File: src/rtl/regfile_pkg.sv
// Shared constants and types for the register-bank write-back path.
package regfile_pkg;

  localparam int unsigned DATA_W   = 16;
  localparam int unsigned NUM_REGS = 8;
  localparam int unsigned ADDR_W   = $clog2(NUM_REGS);

  // Write-back source encoding, also used as the round-robin pointer value.
  typedef enum logic {
    SRC_ALU = 1'b0,
    SRC_MEM = 1'b1
  } wb_src_e;

  // One write request: destination register and payload.
  typedef struct packed {
    logic [ADDR_W-1:0] addr;
    logic [DATA_W-1:0] data;
  } wb_req_t;

endpackage

File: src/rtl/regfile_wb_arbiter_onehot_decoder.sv
// Register-index to one-hot write strobe decoder with enable.
module onehot_decoder
  import regfile_pkg::*;
(
  input  logic                en,
  input  logic [ADDR_W-1:0]   addr,
  output logic [NUM_REGS-1:0] onehot_c
);

  // All-zero when disabled, otherwise exactly one bit set.
  always_comb begin
    onehot_c = '0;
    if (en) begin
      onehot_c[addr] = 1'b1;
    end
  end

endmodule

File: src/rtl/regfile_wb_arbiter.sv
// Round-robin arbiter sharing the register bank's single write port between
// the ALU result path and the memory-load path, with one registered stage.
module regfile_wb_arbiter
  import regfile_pkg::*;
(
  input  logic                clk,
  input  logic                rst,
  input  logic                stall,
  input  logic                alu_valid,
  input  logic [ADDR_W-1:0]   alu_addr,
  input  logic [DATA_W-1:0]   alu_data,
  output logic                alu_ready,
  input  logic                mem_valid,
  input  logic [ADDR_W-1:0]   mem_addr,
  input  logic [DATA_W-1:0]   mem_data,
  output logic                mem_ready,
  output logic [NUM_REGS-1:0] reg_en,
  output logic [DATA_W-1:0]   wb_data,
  output logic                wb_src,
  output logic                conflict
);

  wb_req_t             alu_req;
  wb_req_t             mem_req;
  wb_req_t             win_req;
  wb_src_e             win_src;
  wb_src_e             last_grant;
  logic                grant;
  logic                conflict_c;
  logic [NUM_REGS-1:0] dec_onehot;

  assign alu_req = {alu_addr, alu_data};
  assign mem_req = {mem_addr, mem_data};

  // Grant decision: single requester wins outright, contention goes to the
  // source not granted last; nothing is accepted during stall or reset.
  always_comb begin
    alu_ready = 1'b0;
    mem_ready = 1'b0;
    win_src   = SRC_ALU;
    win_req   = alu_req;
    if (!rst && !stall) begin
      if (alu_valid && mem_valid) begin
        if (last_grant == SRC_MEM) begin
          alu_ready = 1'b1;
        end else begin
          mem_ready = 1'b1;
        end
      end else begin
        alu_ready = alu_valid;
        mem_ready = mem_valid;
      end
    end
    if (mem_ready) begin
      win_src = SRC_MEM;
      win_req = mem_req;
    end
  end

  assign grant      = alu_ready | mem_ready;
  assign conflict_c = !rst && !stall && alu_valid && mem_valid && (alu_addr == mem_addr);

  onehot_decoder u_dec (
    .en       (grant),
    .addr     (win_req.addr),
    .onehot_c (dec_onehot)
  );

  // Write-stage register and priority pointer; reset kills any pending pulse.
  always_ff @(posedge clk or posedge rst) begin
    if (rst) begin
      reg_en     <= '0;
      wb_data    <= '0;
      wb_src     <= 1'b0;
      conflict   <= 1'b0;
      last_grant <= SRC_MEM;
    end else begin
      reg_en   <= dec_onehot;
      conflict <= conflict_c;
      if (grant) begin
        wb_data    <= win_req.data;
        wb_src     <= 1'(win_src);
        last_grant <= win_src;
      end
    end
  end

endmodule

File: config.mk
export PLATFORM = sky130hd
export DESIGN_NAME = regfile_wb_arbiter
export DESIGN_NICKNAME = d
export VERILOG_FILES = /design/src/rtl/regfile_pkg.sv /design/src/rtl/regfile_wb_arbiter_onehot_decoder.sv /design/src/rtl/regfile_wb_arbiter.sv
export SDC_FILE = /design/constraint.sdc
export NUM_CORES = 1
export LEC_CHECK = 0
export CELL_PAD_IN_SITES_DETAIL_PLACEMENT = 1
export CELL_PAD_IN_SITES_GLOBAL_PLACEMENT = 2
export CORE_AREA = 2 2 65 67
export DETAILED_ROUTE_END_ITERATION = 16
export DIE_AREA = 0 0 67 69
export DONT_BUFFER_PORTS = 1
export PLACE_DENSITY_LB_ADDON = 0.1
export SLEW_MARGIN = 30
export SYNTH_ARGS = -nofsm -noshare
export SYNTH_HDL_FRONTEND = slang
export SYNTH_SLANG_ARGS = --single-unit
export TNS_END_PERCENT = 50
File: constraint.sdc
create_clock -name clk -period 2.4 [get_ports clk]
set_input_delay 0.24 -clock clk [delete_from_list [all_inputs] [get_ports clk]]
set_output_delay 0.24 -clock clk [all_outputs]
set_load 0.02 [all_outputs]
==> metrics.txt <==
# TYPE chip_impl_metric gauge
chip_impl_metric{name="overflow",unit=""} 0
chip_impl_metric{name="total_length_of_routed_wires",unit="mm"} 4.19
chip_impl_metric{name="final_slew_violations",unit=""} 0
chip_impl_metric{name="synth-simple-area-share",unit=""} 0.235
chip_impl_info{name="timing.setup.critical_path_class",value="reg2out"} 1
chip_impl_info{name="largest_cells_by_area_after_synthesis",value="dfrtp_1, and3_1, o2111ai_1"} 1
chip_impl_metric{name="start_util",unit=""} 0.369
chip_impl_metric{name="syn_to_final_growth",unit="%"} 7.01
chip_impl_metric{name="number_of_hold_violations_in_the_final_report",unit=""} 0
chip_impl_metric{name="fp.coreArea",unit="sq um"} 3910
chip_impl_metric{name="tritoncts.num_buffers",unit=""} 3
chip_impl_metric{name="fill_cells",unit=""} 465
chip_impl_metric{name="synth-async-reset-ratio",unit=""} 1.00
chip_impl_info{name="most_instantiated_flip_flop_cell_in_the_synthesis_netlist",value="dfrtp_1"} 1
chip_impl_metric{name="layout.nets",unit=""} 185
chip_impl_metric{name="relative_slew_slack",unit=""} 0.489
chip_impl_info{name="clockRootBuffer",value="clkbuf_8"} 1
chip_impl_info{name="run_status",value="finished clean"} 1
chip_impl_metric{name="post-route-min-period",unit="ns"} 2.02
chip_impl_metric{name="maximum_buffer_depth_of_the_clock_tree",unit=""} 2
chip_impl_info{name="worst_hold_path_type",value="in2reg"} 1
chip_impl_metric{name="detail_route.drc_violations",unit=""} 0
chip_impl_metric{name="crit_required",unit="ns"} 2.16
chip_impl_info{name="yosys.area.top_type",value="dfrtp_1"} 1
chip_impl_info{name="cts_tree",value="built"} 1
chip_impl_info{name="layout.cells.most_common_list",value="dfrtp_1, and3_1, o2111ai_1"} 1
chip_impl_metric{name="grt_pass1_vias",unit=""} 1225
chip_impl_info{name="grt_setup_unrepaired",value="no"} 1
chip_impl_metric{name="synth-seq-cells",unit=""} 27
chip_impl_metric{name="largest_stage_delay_on_the_critical_path",unit="ns"} 0.66
chip_impl_metric{name="grt_first_pass_wirelength",unit="mm"} 6.50
chip_impl_metric{name="static-leakage-power",unit="nW"} 0.673
chip_impl_metric{name="yosys_warnings",unit=""} 0
chip_impl_metric{name="register_area",unit="sq um"} 677
chip_impl_metric{name="hpwlAfterDp",unit="mm"} 3.02
chip_impl_metric{name="max_clock_freq",unit="MHz"} 496
chip_impl_info{name="crit_family",value="flip-flops"} 1
chip_impl_metric{name="max-vdd-ir-drop",unit="mV"} 0.226
chip_impl_info{name="timing.critical_path.from_type",value="flop"} 1
chip_impl_metric{name="worst_path_arrival",unit="ns"} 1.78
chip_impl_metric{name="worst_hold_path.num_cells",unit=""} 2
chip_impl_metric{name="die_h",unit="microns"} 69
chip_impl_metric{name="critical_path.max_fanout",unit=""} 14
chip_impl_metric{name="synth_area_in_compound_gates",unit=""} 0.230
chip_impl_metric{name="clk-insertion-delay-late",unit="ns"} 0.28
chip_impl_metric{name="cts_sinks",unit=""} 27
chip_impl_metric{name="dp_cells",unit=""} 186
chip_impl_metric{name="post-route-period-util",unit=""} 0.840
chip_impl_metric{name="muxShareOfSynthArea",unit=""} 0
chip_impl_info{name="mostFrequentLayoutCell",value="dfrtp_1"} 1
chip_impl_metric{name="synthDominantCellAreaShare",unit=""} 0.450
chip_impl_info{name="crit_path_top_delay_cell",value="dfstp_2"} 1
chip_impl_metric{name="yosysSeqAreaShare",unit=""} 0.468
chip_impl_metric{name="power.density_cell_area",unit="nW/um^2"} 684
chip_impl_metric{name="timing.clock.skew",unit="ns"} 0.00413
chip_impl_metric{name="grt_max_degree",unit=""} 28
chip_impl_metric{name="die_area",unit="sq um"} 4620
chip_impl_metric{name="post_synth.cell_area_avg",unit="sq um"} 9.97
chip_impl_info{name="r2r-end",value="reg_en[6]$_DFF_PP0_"} 1
chip_impl_metric{name="multi_input_comb_area",unit="sq um"} 699
chip_impl_metric{name="setup_slack_of_the_worst_register_to_register_path",unit="ns"} 0.63
chip_impl_info{name="path_cells",value="nand2_1, a211oi_2, buf_4"} 1
chip_impl_metric{name="critical_path.n_buffers_inverters",unit=""} 1
chip_impl_metric{name="layout-drive-gt1-share",unit=""} 0.121
chip_impl_metric{name="h-tree-depth",unit=""} 1
chip_impl_metric{name="port-buffer-count",unit=""} 0
chip_impl_info{name="min_delay_worst_endpoint",value="reg_en[3]$_DFF_PP0_"} 1
chip_impl_info{name="worstReg2RegStart",value="last_grant$_DFFE_PP1P_"} 1
chip_impl_metric{name="netlist_instances",unit=""} 145
chip_impl_metric{name="layoutNonFillerInstCount",unit=""} 191
chip_impl_metric{name="die_w",unit="microns"} 67
chip_impl_metric{name="core.rowCount",unit=""} 23
chip_impl_metric{name="synthXorXnorAreaFrac",unit=""} 0.0182
chip_impl_metric{name="design.portCount",unit=""} 71
chip_impl_info{name="critPathCaptureType",value="output port"} 1
chip_impl_metric{name="drt.antenna.violating_nets",unit=""} 0
chip_impl_metric{name="routed_wire_length_per_instance",unit="microns"} 21.9
chip_impl_metric{name="antenna_found_initial",unit=""} 0
chip_impl_metric{name="synth_area",unit="sq um"} 1450
chip_impl_metric{name="firstDrtPassIters",unit=""} 4
chip_impl_metric{name="grt.total_usage",unit=""} 0.180
chip_impl_metric{name="routed_via_density",unit=""} 6.15
chip_impl_metric{name="worst_slew_pin_slew",unit="ns"} 0.761
chip_impl_metric{name="r2r.worst_path.cells",unit=""} 4
chip_impl_metric{name="synth-adder-area-share",unit=""} 0
chip_impl_metric{name="setup-tns-final",unit="ns"} 0
chip_impl_metric{name="drt_iter0_drc",unit=""} 50
chip_impl_metric{name="cts.clk_slew.worst_paths",unit="ns"} 0.10
chip_impl_info{name="synth_top_family_by_area",value="simple AND/OR/NAND/NOR gates"} 1
chip_impl_metric{name="route.vias.total",unit=""} 1174
chip_impl_metric{name="post_synth_edffs",unit=""} 0
chip_impl_metric{name="synth_cell_types",unit=""} 35
chip_impl_metric{name="mappedNetlistNets",unit=""} 188
chip_impl_info{name="hold_path.startpoint",value="mem_addr[0]"} 1
chip_impl_metric{name="gpl.final_weighted_congestion",unit=""} 0.743
chip_impl_metric{name="cap_violations",unit=""} 0
chip_impl_metric{name="antennaDiodeCount",unit=""} 0
chip_impl_metric{name="finalSetupViolations",unit=""} 0
chip_impl_metric{name="cts_post_setup_buffers_inserted",unit=""} 0
## cell type report
type,instances,area share
Clock buffer,3,0.0267
Clock inverter,1,0.00485
Inverter,3,0.00728
Multi-Input combinational cell,101,0.452
Sequential cell,27,0.438
Tap cell,50,0.0405
Timing Repair Buffer,6,0.0307
## synthesized netlist by cell type, types with 3 or more instances
master and number:
a21oi_1 7, a221o_1 7, and3_1 18, clkbuf_1 11, dfrtp_1 26, nand2_1 4
nand3b_1 9, nand4_1 3, nand4b_1 3, nor2_1 5, o2111ai_1 11, o211ai_1 3
o21ai_0 10, xor2_1 3
## layer usage
layer	GRT usage	share of wire	vias up
met5	0	0	-
met4	0.0340	0.0064	0
met3	0.0555	0.079	4
met2	0.307	0.50	31
met1	0.221	0.41	593
li1	-	-	546
## how the worst max path moves through the flow
stage | startpoint | to | depth (start not counted)
finish | last_grant$_DFFE_PP1P_ | alu_ready | 3
floorplan | last_grant$_DFFE_PP1P_ | wb_data[11]$_DFFE_PP0P_ | 3
global placement | last_grant$_DFFE_PP1P_ | reg_en[6]$_DFF_PP0_ | 4
global route | last_grant$_DFFE_PP1P_ | alu_ready | 3
CTS | last_grant$_DFFE_PP1P_ | alu_ready | 3
detailed placement | last_grant$_DFFE_PP1P_ | reg_en[6]$_DFF_PP0_ | 4
## logic make-up (layout without fill, tap and decap cells)
| kind of cell | after synthesis | after routing |
|---|---|---|
| simple gates | 53 | 53 |
| flops | 27 | 27 |
| compound gates | 45 | 45 |
| buf+inv | 17 | 13 |
| xor+xnor | 3 | 3 |
## state kept, by name (all words and copies together), names as in the netlist
name        flops
conflict        1
wb_src          1
last_grant      1
reg_en          8
wb_data        16
## through the flow
step           instance area (sq um)  hold slack [ns]  setup slack (ns)  power, mW  utilization
6_report                        1550           0.0945             0.383       1.06        0.395
4_1_cts                         1550           0.0919             0.365       1.07        0.395
3_3_place_gp                    1490            0.386             0.706      0.782        0.380
2_1_floorplan                   1450            0.292             0.845      0.754            -
3_5_place_dp                    1490            0.227             0.643      0.790        0.380
5_1_grt                         1550           0.0921             0.272       1.11        0.395
## power by group
group | internal, mW | switching [mW] | leakage [nW]
Sequential | 0.515 | 0.117 | 0.346
Clock | 0.118 | 0.159 | 0.0217
Combinational | 0.0652 | 0.0825 | 0.306
## repair_timing
item / CTS / global route
endpoints found under the hold margin: 26 / 0
hold buffers: 1 / 0
gates resized for setup: 0 / 0
No activity file was read; power rests on OpenSTA's default activity.
